--- src/rtl/mult_arb_seq.sv ---
// -----------------------------------------------------------------------------
// mult_arb_seq
//   Two-requester arbiter in front of a sequential shift-and-add multiplier.
//   In IDLE one requester is granted (round-robin or fixed priority). Its
//   4-bit x 3-bit operands are latched on acceptance. Three MUL cycles follow,
//   one per multiplier bit. The 7-bit product is then held in DONE until the
//   consumer takes it.
//
// Parameters
//   PRIO_FIXED   0 = round-robin, 1 = requester 0 always wins contention
//
// Ports
//   clk          rising-edge clock
//   rst_n        asynchronous active-low reset
//   reqN_valid   requester N holds an operand pair (N = 0,1)
//   reqN_a       requester N multiplicand, 4-bit unsigned
//   reqN_b       requester N multiplier, 3-bit unsigned
//   reqN_ready   requester N operands accepted this cycle (combinational)
//   res_valid    product available (DONE state)
//   res_data     7-bit unsigned product
//   res_id       index of the requester owning res_data
//   res_ready    consumer takes the result this cycle
//   busy         FSM is not in IDLE
// -----------------------------------------------------------------------------
module mult_arb_seq #(
   parameter int PRIO_FIXED = 0
) (
   input  logic       clk,
   input  logic       rst_n,
   input  logic       req0_valid,
   input  logic [3:0] req0_a,
   input  logic [2:0] req0_b,
   output logic       req0_ready,
   input  logic       req1_valid,
   input  logic [3:0] req1_a,
   input  logic [2:0] req1_b,
   output logic       req1_ready,
   output logic       res_valid,
   output logic [6:0] res_data,
   output logic       res_id,
   input  logic       res_ready,
   output logic       busy
);

   localparam logic [1:0] S_IDLE = 2'd0;
   localparam logic [1:0] S_MUL  = 2'd1;
   localparam logic [1:0] S_DONE = 2'd2;

   logic [1:0] state_q, state_d;
   logic [3:0] a_q, a_d;
   logic [2:0] b_q, b_d;
   logic       id_q, id_d;
   logic [6:0] acc_q, acc_d;
   logic [1:0] step_q, step_d;
   logic       last_q, last_d;

   logic       gnt0, gnt1;
   logic       idle;
   logic [3:0] b_ext;
   logic [6:0] a_ext;

   assign idle = (state_q == S_IDLE);

   // Requester 0 wins when alone, under fixed priority, or when requester 1
   // was served last. Requester 1 takes whatever requester 0 does not.
   assign gnt0 = req0_valid && (!req1_valid || (PRIO_FIXED != 0) || last_q);
   assign gnt1 = req1_valid && !gnt0;

   // Gated by rst_n so no handshake is advertised while reset is held.
   assign req0_ready = rst_n && idle && gnt0;
   assign req1_ready = rst_n && idle && gnt1;

   // Padding keeps the step index in range for a 2-bit counter.
   assign b_ext = {1'b0, b_q};
   assign a_ext = {3'b000, a_q};

   always_comb begin
      state_d = state_q;
      a_d     = a_q;
      b_d     = b_q;
      id_d    = id_q;
      acc_d   = acc_q;
      step_d  = step_q;
      last_d  = last_q;
      case (state_q)
         S_IDLE: begin
            if (gnt0 || gnt1) begin
               a_d     = gnt0 ? req0_a : req1_a;
               b_d     = gnt0 ? req0_b : req1_b;
               id_d    = gnt1;
               acc_d   = 7'd0;
               step_d  = 2'd0;
               state_d = S_MUL;
            end
         end
         S_MUL: begin
            if (b_ext[step_q])
               acc_d = acc_q + (a_ext << step_q);
            step_d = step_q + 2'd1;
            if (step_q == 2'd2)
               state_d = S_DONE;
         end
         S_DONE: begin
            if (res_ready) begin
               last_d  = id_q;
               state_d = S_IDLE;
            end
         end
         default: state_d = S_IDLE;
      endcase
   end

   always_ff @(posedge clk or negedge rst_n) begin
      if (!rst_n) begin
         state_q <= S_IDLE;
         a_q     <= 4'd0;
         b_q     <= 3'd0;
         id_q    <= 1'b0;
         acc_q   <= 7'd0;
         step_q  <= 2'd0;
         last_q  <= 1'b1;   // requester 0 wins the first contention
      end else begin
         state_q <= state_d;
         a_q     <= a_d;
         b_q     <= b_d;
         id_q    <= id_d;
         acc_q   <= acc_d;
         step_q  <= step_d;
         last_q  <= last_d;
      end
   end

   // Result fields are forced to zero outside DONE so nothing stale leaks out.
   assign res_valid = (state_q == S_DONE);
   assign res_data  = res_valid ? acc_q : 7'd0;
   assign res_id    = res_valid ? id_q  : 1'b0;
   assign busy      = !idle;

endmodule

--- config.mk ---
export PLATFORM = sky130hd
export DESIGN_NAME = mult_arb_seq
export DESIGN_NICKNAME = d
export VERILOG_FILES = /design/src/rtl/mult_arb_seq.sv
export SDC_FILE = /design/constraint.sdc
export NUM_CORES = 1
export LEC_CHECK = 0
export BUFFER_PORTS_ARGS = -buffer_cell sky130_fd_sc_hd__buf_4
export CORE_UTILIZATION = 48
export DETAILED_ROUTE_END_ITERATION = 8
export GPL_ROUTABILITY_DRIVEN = 0
export PLACE_DENSITY = 0.76
export SLEW_MARGIN = 0
export SYNTH_ARGS = -nofsm -noshare
export SYNTH_HDL_FRONTEND = slang
export SYNTH_SLANG_ARGS = --single-unit
--- constraint.sdc ---
create_clock -name clk -period 2.6 [get_ports clk]
set_input_delay 0.52 -clock clk [delete_from_list [all_inputs] [get_ports clk]]
set_output_delay 0.52 -clock clk [all_outputs]
set_load 0.02 [all_outputs]
==> flow_summary.json <==
{
  "status": "completed",
  "cp-start-kind": "flip-flop",
  "synth_top_cell_area_share_pct": 35.3,
  "cts_tree": "built",
  "start_util_pct": 52.4,
  "met3_length_um": 86,
  "total_power_mw": 1.91,
  "min_period_ns": 2.58,
  "die_w_um": 55.0,
  "numCtsBuffers": 3,
  "synth-edff-count": 0,
  "htree_num_levels": 1,
  "synth_area_leaders": "dfrtp_1, mux2i_1, o21ai_0",
  "ant_nets": 0,
  "crit_required_ns": 2.82,
  "io-pin-count": 31,
  "synth-xor-area-share_pct": 0.651,
  "maxCapViolCount": 0,
  "finClkSkew_ns": 0.00337,
  "viasPerCell": 5.62,
  "coreArea_sq_um": 2570,
  "synthCells": 145,
  "syn_area_per_cell_sq_um": 9.28,
  "comb_power_share_pct": 55.4,
  "critPathSlowestCell": "or4_4",
  "hold_viol_final": 0,
  "place_area_sq_um": 1600,
  "wl_per_cell_um": 13.5,
  "arrival_ns": 2.81,
  "synth_area_sq_um": 1350,
  "async_flop_share_pct": 100,
  "finalNetCount": 207,
  "met2WireLength_um": 1410,
  "synth_compound_area_share_pct": 19.2,
  "grt_overflow": 0,
  "fin_util_pct": 65.3,
  "critPathBufInv": 3,
  "num-fill-cells": 222,
  "hold_buffers": 0,
  "crit_top_cell": "inv_1",
  "yosysSeqAreaShare_pct": 37.3,
  "grt_pass1_wl_um": 4330,
  "synthTopCellsByCount": "dfrtp_1, o21ai_0, nand2_1",
  "wl_um": 2830,
  "min_path_type": "input port to asynchronous set/reset pin",
  "ir_worst_vdd_mv": 0.870,
  "m1WireLength_um": 1290,
  "clockPowerShare_pct": 13.9,
  "antenna_found_initial": 0,
  "vias": 1174,
  "max-clock-path-buffers": 2,
  "dieArea_sq_um": 3020,
  "power_density_nw_per_um2": 1140,
  "clkSinkCount": 20,
  "grt_max_degree": 22,
  "final-setup-viol-count": 0,
  "dp.cells": 203,
  "worst_path_dominant_cell_family": "simple AND/OR/NAND/NOR gates",
  "sw_frac_of_total_pct": 42.0,
  "drtPass1Iterations": 4,
  "synth-simple-area-share_pct": 20.4,
  "p_switching_uw": 804,
  "die_h_um": 55.0,
  "worstSetupEndpointType": "flip-flop",
  "final_cells": 209,
  "rsz0062_at_grt": "yes",
  "diodes": 0,
  "final_area_sq_um": 1680,
  "cp_max_fo": 9,
  "root_buffer": "clkbuf_4",
  "worst_slew_pin_slew_ns": 0.658,
  "drt_iter0_drc": 15,
  "fin_crit_sh_pct": 99.3,
  "drive_gt1_share_pct": 30.2,
  "internal_power_mw": 1.11,
  "synth_seq_cells": 20,
  "grt_usage_pct": 20.4,
  "power.static_leakage_nw": 0.829,
  "finalMaxSlewViolations": 0,
  "crit_chain": "buf_4 > inv_1 > nand2_1 > nor2_1 > ha_1 > inv_1 > fa_2 > nor2b_4 > o31a_1 > or4_4 > and4b_1 > o22a_1",
  "area_growth_pct": 24.4,
  "ys_warn_count": 0,
  "dp_hpwl_um": 2110,
  "muxShareOfSynthArea_pct": 9.85,
  "multi_input_area_sq_um": 795,
  "synth_ff_type": "dfrtp_1",
  "fmax_mhz": 387,
  "yosys.area.top_type": "dfrtp_1",
  "route.detailed.drc": 0,
  "synth_cell_types": 43,
  "seqCellArea_sq_um": 502,
  "synth_top_family_by_area": "simple AND/OR/NAND/NOR gates",
  "power_frac_seq_pct": 30.7,
  "post_synth_fa_ha_maj_area_fraction_pct": 7.99,
  "clock_latency_ns": 0.32,
  "rows": 18,
  "routed.top_layer": "met4",
  "worst-setup-path-type": "flip-flop to flip-flop",
  "path_clk_slew_ns": 0.13,
  "grt_pass1_vias": 1008,
  "portBuffers": 30,
  "cpPeakStageDelay_ns": 0.49,
  "relSlewSlack_pct": 56.1,
  "postSynthNetCount": 172
}
## worst reg2reg max path, stage by stage (launching register included)
cell	delay, ns
dfrtp_1	0.39
buf_4	0.18
inv_1	0.07
nand2_1	0.09
nor2_1	0.05
ha_1	0.22
inv_1	0.08
fa_2	0.23
nor2b_4	0.05
o31a_1	0.27
or4_4	0.49
and4b_1	0.20
o22a_1	0.17
## flip-flops by register name, indices dropped and copies added (netlist names)
| name | cells |
|---|---|
| last_q | 1 |
| acc_q | 7 |
| b_q | 3 |
| id_q | 1 |
| step_q | 2 |
| a_q | 4 |
| state_q | 2 |
## metrics by stage
stage          hold WS (ns)  setup slack [ns]  TNS [ns]
3_5_place_dp          0.417            0.0498         0
3_3_place_gp          0.413             0.102         0
5_1_grt              0.0775            -0.109    -0.109
4_1_cts              0.0685            0.0280         0
2_1_floorplan         0.224            0.0318         0
6_report             0.0513            0.0189         0
## worst paths after layout
kind / endpoint / start / slack, ns / depth (start not counted)
min: acc_q[0] / rst_n / 0.05 / 1
max: acc_q[6] / step_q[0] / 0.02 / 12
min in group clk: a_q[3] / req0_a[3] / 0.47 / 3
max reg2reg: acc_q[6] / step_q[0] / 0.02 / 12
max in group asynchronous: last_q / rst_n / 2.28 / 1
min reg2reg: b_q[1] / b_q[1] / 0.51 / 2
## cell families (layout without fill, tap and decap cells)
logic type / count (synthesis) / in the layout
AO/OA/AOI/OAI: 41 / 41
XOR/XNOR: 1 / 1
adder cells (fa/ha/maj): 8 / 8
buffers and inverters: 12 / 46
flip-flops: 20 / 20
multiplexers: 13 / 13
AND/OR/NAND/NOR: 50 / 50
## power groups by stage
stage	Clock, mW	Combinational [mW]	Sequential [mW]
after global routing	0.271	1.18	0.608
after detailed placement	0	0.978	0.586
after CTS	0.264	0.984	0.578
final	0.267	1.06	0.586
after floorplan	0	0.800	0.533
after global placement	0	0.944	0.574
## cell type report
cell class / count / share of cell area [%]
repair buffers: 35 / 15.7
well taps: 30 / 2.24
multi-input cells: 113 / 47.4
inverters: 7 / 1.57
clock buffers: 3 / 1.34
flip-flops and latches: 20 / 29.9
clock inverters: 1 / 1.79
## routing by layer
metal | GRT usage (%) | vias up
met5 | 0 | -
met3 | 2.46 | 5
met4 | 7.50 | 0
li1 | - | 579
met2 | 36.1 | 27
met1 | 25.1 | 563
## placed cells by master, fill, tap and decap left out, drive strengths merged, types with 2 or more instances in the layout
cell / synthesis / final
nand3: 2 / 2
a21o: 2 / 2
buf: 1 / 35
nor2: 7 / 7
a211oi: 2 / 2
o21a: 2 / 2
o31ai: 2 / 2
dfrtp: 19 / 19
o21ai: 21 / 21
nor2b: 3 / 3
a31oi: 2 / 2
nand2: 18 / 18
and2b: 2 / 2
mux2: 2 / 2
inv: 7 / 7
ha: 7 / 7
mux2i: 11 / 11
clkbuf: 4 / 3
a21oi: 3 / 3
and2: 9 / 9
## timing repair
item	CTS	global route
endpoints found under the hold margin	0	0
setup buffers	0	2
endpoints found under the setup margin	0	1
gates resized for setup	0	4
(Power assumes the default switching activity.)
